**src/rtl/sha256_spi_frontend.sv**
```systemverilog
// SPI mode-3 slave front end for the SHA-256 register file.
// SCK, SS_n and MOSI are oversampled in i_clk. Each 16-bit frame {n_r_w, addr, data} becomes one
// write or read strobe. Read data is returned on MISO during the following frame.
module sha256_spi_frontend #(
    parameter int unsigned ADDR_W      = 7,
    parameter int unsigned DATA_W      = 8,
    parameter int unsigned SYNC_STAGES = 2
) (
    input  logic              i_clk,
    input  logic              i_rst_n,
    input  logic              i_sck,
    input  logic              i_ss_n,
    input  logic              i_spi_mosi,
    output logic              o_spi_miso,
    output logic              o_wr_en,
    output logic              o_rd_en,
    output logic [ADDR_W-1:0] o_addr,
    output logic [DATA_W-1:0] o_wdata,
    input  logic [DATA_W-1:0] i_rdata,
    output logic              o_frame_err
);

    localparam int unsigned FRAME_W = 1 + ADDR_W + DATA_W;
    localparam int unsigned CNT_W   = $clog2(FRAME_W + 1);
    localparam int unsigned FILL_W  = $clog2(SYNC_STAGES + 1);

    typedef enum logic [2:0] {StWaitIdle, StIdle, StShift, StCommit, StWaitSs} state_e;

    state_e               state_q, state_d;
    logic [SYNC_STAGES-1:0] sck_sync_q, sck_sync_d;
    logic [SYNC_STAGES-1:0] ss_sync_q, ss_sync_d;
    logic [SYNC_STAGES-1:0] mosi_sync_q, mosi_sync_d;
    logic [FILL_W-1:0]    fill_q, fill_d;
    logic [CNT_W-1:0]     bit_cnt_q, bit_cnt_d;
    logic [FRAME_W-1:0]   shift_rx_q, shift_rx_d;
    logic [FRAME_W-1:0]   shift_tx_q, shift_tx_d;
    logic                 miso_q, miso_d;
    logic                 wr_en_q, wr_en_d;
    logic                 rd_en_q, rd_en_d;
    logic                 rd_pend_q, rd_pend_d;
    logic                 frame_err_q, frame_err_d;
    logic [ADDR_W-1:0]    addr_q, addr_d;
    logic [DATA_W-1:0]    wdata_q, wdata_d;
    logic [ADDR_W-1:0]    last_rd_addr_q, last_rd_addr_d;
    logic [DATA_W-1:0]    tx_hold_q, tx_hold_d;

    logic sck_rise, sck_fall, ss_n_s, mosi_s, frame_done;

    // Synchroniser chains; index 0 is the newest sample.
    always_comb begin
        sck_sync_d  = {sck_sync_q[SYNC_STAGES-2:0], i_sck};
        ss_sync_d   = {ss_sync_q[SYNC_STAGES-2:0], i_ss_n};
        mosi_sync_d = {mosi_sync_q[SYNC_STAGES-2:0], i_spi_mosi};
    end

    // Edge detect on the last two synchroniser stages.
    always_comb begin
        sck_rise = sck_sync_q[SYNC_STAGES-2] & ~sck_sync_q[SYNC_STAGES-1];
        sck_fall = ~sck_sync_q[SYNC_STAGES-2] & sck_sync_q[SYNC_STAGES-1];
        ss_n_s   = ss_sync_q[SYNC_STAGES-1];
        mosi_s   = mosi_sync_q[SYNC_STAGES-1];
    end

    // Frame FSM: next state, shift registers and strobes.
    always_comb begin
        state_d        = state_q;
        fill_d         = fill_q;
        bit_cnt_d      = bit_cnt_q;
        shift_rx_d     = shift_rx_q;
        shift_tx_d     = shift_tx_q;
        miso_d         = miso_q;
        wr_en_d        = 1'b0;
        rd_en_d        = 1'b0;
        frame_err_d    = 1'b0;
        addr_d         = addr_q;
        wdata_d        = wdata_q;
        last_rd_addr_d = last_rd_addr_q;
        rd_pend_d      = rd_en_q;
        tx_hold_d      = rd_pend_q ? i_rdata : tx_hold_q;
        frame_done     = 1'b0;

        unique case (state_q)
            StWaitIdle: begin
                miso_d = 1'b0;
                // The chains reset to "deselected"; wait until they hold real pin samples so a
                // reset released mid-frame cannot be mistaken for an idle bus.
                if (fill_q != FILL_W'(SYNC_STAGES)) begin
                    fill_d = fill_q + FILL_W'(1);
                end else if (ss_n_s) begin
                    state_d = StIdle;
                end
            end
            StIdle: begin
                miso_d = 1'b0;
                if (!ss_n_s) begin
                    state_d    = StShift;
                    bit_cnt_d  = '0;
                    shift_tx_d = {1'b0, last_rd_addr_q, tx_hold_q};
                end
            end
            StShift: begin
                if (sck_rise) begin
                    shift_rx_d = {shift_rx_q[FRAME_W-2:0], mosi_s};
                    bit_cnt_d  = bit_cnt_q + CNT_W'(1);
                    if (bit_cnt_q == CNT_W'(FRAME_W - 1)) begin
                        frame_done = 1'b1;
                        state_d    = StCommit;
                        addr_d     = shift_rx_d[FRAME_W-2:DATA_W];
                        if (shift_rx_d[FRAME_W-1]) begin
                            wr_en_d = 1'b1;
                            wdata_d = shift_rx_d[DATA_W-1:0];
                        end else begin
                            rd_en_d        = 1'b1;
                            last_rd_addr_d = shift_rx_d[FRAME_W-2:DATA_W];
                        end
                    end
                end
                if (sck_fall) begin
                    miso_d     = shift_tx_q[FRAME_W-1];
                    shift_tx_d = {shift_tx_q[FRAME_W-2:0], 1'b0};
                end
                // A completing 16th edge wins over a simultaneous deselect.
                if (!frame_done && ss_n_s) begin
                    state_d     = StIdle;
                    miso_d      = 1'b0;
                    frame_err_d = (bit_cnt_d != '0);
                end
            end
            StCommit: begin
                state_d = StWaitSs;
            end
            StWaitSs: begin
                if (ss_n_s) begin
                    state_d = StIdle;
                    miso_d  = 1'b0;
                end
            end
            default: state_d = StWaitIdle;
        endcase
    end

    // State registers, cleared asynchronously.
    always_ff @(posedge i_clk or negedge i_rst_n) begin
        if (!i_rst_n) begin
            state_q        <= StWaitIdle;
            sck_sync_q     <= '1;
            ss_sync_q      <= '1;
            mosi_sync_q    <= '0;
            fill_q         <= '0;
            bit_cnt_q      <= '0;
            shift_rx_q     <= '0;
            shift_tx_q     <= '0;
            miso_q         <= 1'b0;
            wr_en_q        <= 1'b0;
            rd_en_q        <= 1'b0;
            rd_pend_q      <= 1'b0;
            frame_err_q    <= 1'b0;
            addr_q         <= '0;
            wdata_q        <= '0;
            last_rd_addr_q <= '0;
            tx_hold_q      <= '0;
        end else begin
            state_q        <= state_d;
            sck_sync_q     <= sck_sync_d;
            ss_sync_q      <= ss_sync_d;
            mosi_sync_q    <= mosi_sync_d;
            fill_q         <= fill_d;
            bit_cnt_q      <= bit_cnt_d;
            shift_rx_q     <= shift_rx_d;
            shift_tx_q     <= shift_tx_d;
            miso_q         <= miso_d;
            wr_en_q        <= wr_en_d;
            rd_en_q        <= rd_en_d;
            rd_pend_q      <= rd_pend_d;
            frame_err_q    <= frame_err_d;
            addr_q         <= addr_d;
            wdata_q        <= wdata_d;
            last_rd_addr_q <= last_rd_addr_d;
            tx_hold_q      <= tx_hold_d;
        end
    end

    assign o_spi_miso  = miso_q;
    assign o_wr_en     = wr_en_q;
    assign o_rd_en     = rd_en_q;
    assign o_addr      = addr_q;
    assign o_wdata     = wdata_q;
    assign o_frame_err = frame_err_q;

endmodule

```
**config.mk**
```make
export PLATFORM = sky130hd
export DESIGN_NAME = sha256_spi_frontend
export DESIGN_NICKNAME = d
export VERILOG_FILES = /design/src/rtl/sha256_spi_frontend.sv
export SDC_FILE = /design/constraint.sdc
export NUM_CORES = 1
export LEC_CHECK = 0
export ABC_AREA = 0
export CELL_PAD_IN_SITES_DETAIL_PLACEMENT = 1
export CELL_PAD_IN_SITES_GLOBAL_PLACEMENT = 1
export CORE_MARGIN = 4
export CORE_UTILIZATION = 35
export CTS_CLUSTER_DIAMETER = 100
export DETAILED_ROUTE_END_ITERATION = 16
export PLACE_DENSITY_LB_ADDON = 0.2
export SETUP_SLACK_MARGIN = 0.02
export SLEW_MARGIN = 30
export SYNTH_ARGS = -nofsm -noshare
export SYNTH_HDL_FRONTEND = slang
export SYNTH_SLANG_ARGS = --single-unit
```
**constraint.sdc**
```tcl
create_clock -name i_clk -period 3.4 [get_ports i_clk]
set_input_delay 0.34 -clock i_clk [delete_from_list [all_inputs] [get_ports i_clk]]
set_output_delay 0.34 -clock i_clk [all_outputs]
set_load 0.01 [all_outputs]
```
Word-level counts from Yosys, hierarchy flattened
Cells that the tools add are included.

operators by class
  bitwise logic cells = 5
  reductions and logical operators = 16
  mux-type cells = 31
  $add $sub $neg = 2
  equal/unequal tests = 13

operators by type and width
  operator                                                                count
  16-bit two-way mux                                                      2
  16-bit case mux with 2 select lines                                     1
  3-bit two-way mux                                                       6
  1-bit two-way mux                                                       16
  5-bit two-way mux                                                       3
  3-bit case mux with 5 select lines                                      1
  4-bit AND reduction                                                     3
  2-bit inequality test (second input constant)                           5
  5-bit case mux with 2 select lines                                      1
  3-bit inequality test (second input constant)                           3
  3-bit AND reduction                                                     3
  3-bit by 2-bit equality test with 1-bit output (second input constant)  2
  2-bit AND reduction                                                     3
  5-bit by 1-bit adder with 5-bit output (second input constant)          1
  5-bit by 4-bit equality test with 1-bit output (second input constant)  1
  5-bit nonzero test                                                      1
  3-bit by 1-bit equality test with 1-bit output (second input constant)  1
  3-bit equality test (second input constant)                             1
  3-bit logical NOT                                                       1
  1-bit inverter                                                          3
  1-bit case mux with 3 select lines                                      1
  3-bit nonzero test                                                      1
  2-bit by 1-bit adder with 2-bit output (second input constant)          1
  1-bit AND                                                               2
  4 further kinds                                                         4

storage, ports and cells
  register bits = 82
  word-level logic and storage cells = 84
  output and inout bits = 19
  input port bits = 13

Depth between registers and ports, before layout
Gate-level depths: netlist (run 1).

  depth after elaboration = 8
  depth in mapped cells = 7
  depth with buffers taken out = 7

Least setup slack after synthesis (run 1)
OpenSTA, ideal clock, no wires.

  kind = register to register
  start = register bit_cnt_q[0]
  end = register wdata_q[0] (netlist: o_wdata[0])
  library setup time = 0.125 ns
  clock period less this slack = 1.912 ns
  stages on the path, launching flop included = 8
  slack = 1.488 ns
  buffers on the path = 0
  required time = 3.275 ns
  arrival time = 1.787 ns
  cell sequence = dfrtp_1 ha_1 and3_1 ha_1 nand3b_1 nor2_4 nand2_4 mux2_2

between the ends
  word-level cells in the longest chain between the ends = 2

ends and longest elaborated chain
  item                                            line  source
  start, declared                                 34    logic [CNT_W-1:0] bit_cnt_q, bit_cnt_d;
  start signal, assigned                          168   bit_cnt_q <= bit_cnt_d;
  5-bit by 4-bit equality test with 1-bit output  105   if (bit_cnt_q == CNT_W'(FRAME_W - 1)) begin
  4-bit AND reduction (no line)                   n/a
  end signal, assigned                            177   wdata_q <= wdata_d;
  end, declared                                   43    logic [DATA_W-1:0] wdata_q, wdata_d;

Every way passes these cells.
A chain may end at the register's enable or synchronous reset.

Final worst setup path (run 1)
  start = register bit_cnt_q[0]
  end = register wdata_q[3] (netlist: o_wdata[3])

Same word-level chain as after synthesis.

==> results of run 1 <==
cell usage after synthesis (all sizes together), types with 2 or more instances:
| cell type | number |
|---|---|
| xor2 | 2 |
| o22ai | 2 |
| inv | 10 |
| mux2 | 29 |
| nor2b | 4 |
| nor4bb | 2 |
| a21oi | 2 |
| o21ai | 7 |
| clkbuf | 4 |
| nor2 | 18 |
| mux2i | 2 |
| dfrtp | 78 |
| a22o | 2 |
| nand4 | 2 |
| ha | 3 |
| a31oi | 15 |
| nor3 | 2 |
| buf | 8 |
| dfstp | 4 |
| nor3b | 3 |
| nand2 | 82 |
logic make-up (layout without fill, tap and decap cells):
kind of cell | count (synthesis) | after routing
DFF | 82 | 82
xor gates and xnor gates | 3 | 3
adders and majority gates | 3 | 3
buffers and inverters | 22 | 59
AOI/OAI and AO/OA | 36 | 36
muxes | 31 | 31
and+or+nand+nor | 121 | 121
layout make-up:
| type | count | area [um2] | area share [%] |
|---|---|---|---|
| clock buffers | 9 | 124 | 3.10 |
| clock inverters | 7 | 78.8 | 1.97 |
| inverters | 10 | 37.5 | 0.939 |
| multi-input cells | 194 | 1210 | 30.3 |
| flip-flops and latches | 82 | 2060 | 51.5 |
| well taps | 129 | 161 | 4.04 |
| repair buffers | 33 | 327 | 8.17 |
per-stage QoR:
stage	setup WS, ns	cells	instance area [um2]
finish	1.19	464	4000
global route	1.03	464	4000
CTS	1.14	464	4000
detailed placement	1.16	448	3790
global placement	1.23	448	3790
floorplan	1.49	298	3380
flip-flops by register name, indices dropped and copies added (netlist names), 3 cells and up:
signal	cells
state_q	3
last_rd_addr_q	7
o_addr	7
tx_hold_q	8
o_wdata	8
bit_cnt_q	5
shift_tx_q	16
shift_rx_q	15
power by group through the flow:
stage                     Sequential [uW]  Clock [uW]  Combinational (uW)
after floorplan                      1210           0                 426
after global placement               1270           0                 461
after detailed placement             1280           0                 478
after CTS                            1260         745                 480
after global routing                 1290         793                 543
final                                1260         713                 468
worst min-delay path by stage:
| stage | to | slack (ns) | cells after the start |
|---|---|---|---|
| 2_1_floorplan | bit_cnt_q[0]$_DFFE_PN0P_ | 0.04 | 0 |
| 3_3_place_gp | mosi_sync_q[1]$_DFF_PN0_ | 0.33 | 0 |
| 3_5_place_dp | mosi_sync_q[1]$_DFF_PN0_ | 0.35 | 0 |
| 4_1_cts | fill_q[0]$_DFFE_PN0P_ | 0.06 | 1 |
| 5_1_grt | bit_cnt_q[4]$_DFFE_PN0P_ | 0.08 | 1 |
| 6_report | fill_q[0]$_DFFE_PN0P_ | 0.03 | 1 |
critical path, delay by kind of cell (launching register included):
| kind | cells | cell delay, ns |
|---|---|---|
| adders and majority gates | 2 | 0.39 |
| and+or+nand+nor | 4 | 0.98 |
| muxes | 1 | 0.30 |
| DFF | 1 | 0.43 |
metal layers:
| metal | share of wire, % | routed length [um] | global-route usage, % |
|---|---|---|---|
| met2 | 46 | 3100 | 20.2 |
| met1 | 49 | 3280 | 18.1 |
| met5 | 0 | 0 | 0 |
| met4 | 1.5 | 99 | 5.55 |
| met3 | 3.9 | 265 | 3.76 |
==> out/metrics.yaml, run 1 <==
outcome:
  status: "completed"
yosys:
  synthArstFlopShare_pct: 100
  ys_top_cells_by_area: "dfrtp_1 58%, mux2_2 9.7%, nand2_1 8.9%"
  synth_cell_types: 43
  synth_area_um2: 3380
  synth_top_area_cell: "dfrtp_1"
  ys_warn_count: 0
  synth_fp_nets: 314
  synth_top_family_by_area: "simple AND/OR/NAND/NOR gates"
  yosysSeqAreaShare_pct: 60.8
  netlist_instances: 298
  synth-simple-area-share_pct: 16.8
  synth_edf_count: 0
  synth_top_area_share_pct: 57.7
  syn_area_per_cell_um2: 11.3
  synth_flop_cell: "dfrtp_1"
  synth-compound-area-share_pct: 6.88
  synth_xor_area_share_pct: 0.777
  ys_seq_elements: 82
  synth_adder_area_share_pct: 1.11
  synth.mux.area_fraction_pct: 10.3
floorplanning:
  initial_core_util_pct: 36.2
  die_width_um: 106
  die_h_um: 106
  rows: 35
  io_pins: 32
  die_area_um2: 11300
  core_um2: 9330
power_and_ir_drop:
  power_density_nw_per_um2: 611
  p_switching_uw: 781
  intPower_uw: 1660
  power.share.clock_pct: 29.2
  comb_power_share_pct: 19.2
  seq_power_share_pct: 51.6
  p_total_uw: 2440
  leakagePower_uw: 0.00187
  peakVddDrop_mv: 0.261
  switching_share_pct: 32.0
worst_setup_path:
  slowest_delay_ns: 0.43
  crit_start: "bit_cnt_q[0]$_DFFE_PN0P_"
  worstRegToRegCells: 7
  crit_fanout: 9
  cpMostUsedCell: "ha_1"
  path_cells: "ha_1, and3_1, ha_1, nand3b_1, nor2_4, nand2_4, mux2_2"
  reg2reg_to: "o_wdata[3]$_DFFE_PN0P_"
  arrival_ns: 2.44
  critical-path-slowest-cell: "dfrtp_1"
  cp_data_required_time_ns: 3.63
  worstSetupEndpointType: "register"
  startpoint_type: "register"
  timing.critical_path.to: "o_wdata[3]$_DFFE_PN0P_"
  rr_startpoint: "bit_cnt_q[0]$_DFFE_PN0P_"
  reg2reg_slack_ns: 1.19
  critical_path_class: "register to register"
clocking:
  cts_setup_buffers: 0
  cts_num_sinks: 82
  clock_latency_ns: 0.35
  clockRootBuffer: "clkbuf_8"
  cts_hold_buf: 0
  cts_buffer_depth: 2
  cts_tree: "done"
  cts-resized-gates: 0
  cts_made_buffers: 9
  htree_levels: 3
  clkTransAtPathRegs_ns: 0.08
timing:
  tns_ns: 0
  fin_skew_ns: 0.00912
  hold_ws_ns: 0.0308
  rsz0062_at_grt: "false"
  worst_pin_slew_ns: 0.744
  min_period_ns: 2.21
  setup_violations: 0
  relSlewSlack_pct: 50.4
  hold_violations: 0
  max_freq_mhz: 453
  drv_slew: 0
  fin_crit_sh_pct: 64.9
grt:
  grt_overflow: 0
  grt_max_degree: 83
  grt_pass1_vias: 2400
  grt_use_total_pct: 13.4
  grt_pass1_wl_um: 12100
  antenna_found_initial: 0
layout:
  nets: 346
  drive_gt1_share_pct: 17.9
  area_delta_synth_final_pct: 18.2
  diodes: 0
  layout_commonest_cell: "nand2_1"
  fillers: 1037
  final_cell_mix: "80 x nand2_1, 78 x dfrtp_1, 30 x clkdlybuf4s50_1"
  postLayoutCoreUtil_pct: 42.9
route:
  viasPerCell: 4.81
  drc: 0
  vias: 2233
  antenna_left: 0
  wl_um: 6750
  dr.first_iter.drc_count: 36
  wire_per_inst_um: 14.5
  dr.pass1.iters: 4
run:
  drv_cap: 0
worst_hold_path:
  hold_class: "primary input to async pin"
placed_design:
  io_buffers: 31
  gp_congestion: 0.693
  dp_hpwl_um: 4420
Note: power is estimated with default switching activity, not from simulation.
==> run 2: changes to the inputs <==
Clock period 3.4 ns to 2 ns, I/O delays scaled along.
==> run 2 against run 1 <==
Net effect: die area did not move; wire length rose by 4.6%; via count rose by 3.0%; combinational power rose by 120%; clock skew rose by 0.0019 ns; hold slack improved by 0.23 ns; design area rose by 5.3%; sequential share of layout area fell by 2.6 points; first-iteration DRC count rose by 36%; fmax rose by 14%; critical path depth did not move.
==> out/metrics.yaml, run 2 (same netlist as run 1, synthesis figures left out) <==
outcome:
  status: "completed"
layout:
  final_cell_count_no_fill: 478  # +3.0%
  regMostFlops: "shift_tx_q"
  drive_gt1_share_pct: 21.8  # +3.9 points
  area_delta_synth_final_pct: 24.5
  design_area_um2: 4210  # +5.3%
  nets: 360  # +4.0%
  top_regs: "shift_tx_q x16, shift_rx_q x15"
  diodes: 0  # unchanged
  largest_reg_flops: 16  # unchanged
  final_cell_mix: "80 x nand2_1, 78 x dfrtp_1, 30 x clkdlybuf4s50_1"
  layout_commonest_cell: "nand2_1"
clocking:
  cts_buffer_depth: 2  # unchanged
  cts_tree: "done"
  clkTransAtPathRegs_ns: 0.08  # about the same
  cts_made_buffers: 9  # unchanged
  htree_levels: 3  # unchanged
  cts_num_sinks: 82  # unchanged
  clock_latency_ns: 0.34  # about the same
  clockRootBuffer: "clkbuf_8"
grt:
  antenna_found_initial: 0  # unchanged
  grt_pass1_wl_um: 12400  # +2.4%
  grt_overflow: 0  # unchanged
  grt_use_total_pct: 13.6  # +0.19 points
  grt_max_degree: 47  # -43%
  grt_pass1_vias: 2489  # +3.7%
floorplanning:
  die_area_um2: 11300  # unchanged
  initial_core_util_pct: 36.2  # unchanged
  die_width_um: 106  # unchanged
  io_pins: 32  # unchanged
  die_h_um: 106  # unchanged
  rows: 35  # unchanged
  core_um2: 9330  # unchanged
timing:
  max_freq_mhz: 519  # +14%
  fin_skew_ns: 0.0110  # +0.00186 ns
  rsz0062_at_grt: "true"
  drv_slew: 0  # unchanged
  hold_ws_ns: 0.264  # +0.233 ns
  setup_violations: 0  # unchanged
  worst_pin_slew_ns: 0.579  # -0.165 ns
  min_period_ns: 1.93  # -0.277 ns
  tns_ns: 0  # unchanged
  fin_crit_sh_pct: 96.4  # +32 points
  relSlewSlack_pct: 61.3  # +11 points
  hold_violations: 0  # unchanged
worst_setup_path:
  arrival_ns: 2.15  # -0.29 ns
  critical_path_class: "register to register"
  crit_fanout: 8  # -1
  crit_family: "simple AND/OR/NAND/NOR gates"
  startpoint_type: "register"
  path_cells: "ha_2, and3_4, ha_4, nand3b_1, nor3_4, buf_12, mux2_4"
  slowest_delay_ns: 0.41  # -0.02 ns
  cp_data_required_time_ns: 2.23  # -1.40 ns
  path_buf_inv: 1  # +1
  critical-path-slowest-cell: "dfrtp_1"
  worstSetupEndpointType: "register"
route:
  antenna_left: 0  # unchanged
  wl_um: 7050  # +4.6%
  wire_per_inst_um: 14.8  # +1.5%
  vias: 2300  # +3.0%
  drc: 0  # unchanged
  dr.pass1.iters: 4  # unchanged
  viasPerCell: 4.81  # about the same
  dr.first_iter.drc_count: 49  # +36%
placed_design:
  io_buffers: 31  # unchanged
  dp_hpwl_um: 4640  # +5.0%
  post_dp_cell_area_um2: 3900  # +2.7%
  gp_congestion: 0.768  # +11%
  placed_cells: 459  # +2.5%
run:
  drv_cap: 0  # unchanged
power_and_ir_drop:
  peakVddDrop_mv: 0.361  # +39%
  p_total_uw: 4340  # +78%
  power_density_nw_per_um2: 1030  # +69%
  leakagePower_uw: 0.00196  # +4.8%
worst_hold_path:
  hold_class: "primary input to register"
## run 2: routing by layer
metal  vias to the layer above  GRT usage, %  share of wire, %
met2                        30          20.8                48
met4                         0          5.00               1.6
met5                         -             0                 0
li1                       1099             -                 -
met1                      1160          18.6                47
met3                        11          3.34               3.3
## run 2: where the power goes
| group | internal (uW) | total, uW | leakage, uW | switching, uW |
|---|---|---|---|---|
| sequential | 1910 | 2060 | 0.00108 | 151 |
| clock | 650 | 1250 | 0.000102 | 603 |
| combinational | 420 | 1020 | 0.000780 | 599 |
## run 2: per-stage QoR
step / worst slack [ns] / util [%]
floorplan: 0.0881 / -
global placement: 0.120 / 41.8
detailed placement: 0.0599 / 41.8
CTS: 0.0527 / 44.2
global route: -0.0180 / 45.1
finish: 0.0714 / 45.1
## run 2: final timing paths
path	startpoint	endpoint	slack, ns	cells after the start
setup / recovery	bit_cnt_q[1]$_DFFE_PN0P_	last_rd_addr_q[6]$_DFFE_PN0P_	0.07	7
hold / removal	i_ss_n	ss_sync_q[0]$_DFF_PN1_	0.26	1
setup reg to reg	bit_cnt_q[1]$_DFFE_PN0P_	last_rd_addr_q[6]$_DFFE_PN0P_	0.07	7
hold reg to reg	mosi_sync_q[0]$_DFF_PN0_	mosi_sync_q[1]$_DFF_PN0_	0.36	0
max in group asynchronous	i_rst_n	sck_sync_q[1]$_DFF_PN1_	0.98	3
min in group asynchronous	i_rst_n	state_q[1]$_DFFE_PN0P_	0.36	2
## run 2: timing repair
action                                  CTS  global route
gates resized for setup                   0            11
hold buffers                              1             0
hold endpoints to repair                 33             0
setup buffers                             0             2
endpoints found under the setup margin    0            15
## run 2: area by class of cell
cell class,count,area [um2]
clock buffers,11,151
clock inverters,5,62.6
fillers,1027,5120
inverters,10,37.5
multi-input cells,194,1260
flip-flops and latches,82,2060
well taps,129,161
repair buffers,47,480
==> run 3: changes to the inputs <==
Settings changed: CAP_MARGIN set to 20.
==> results of run 3 <==
Same layout as run 2: the final DEF is identical, and so are final timing and power.
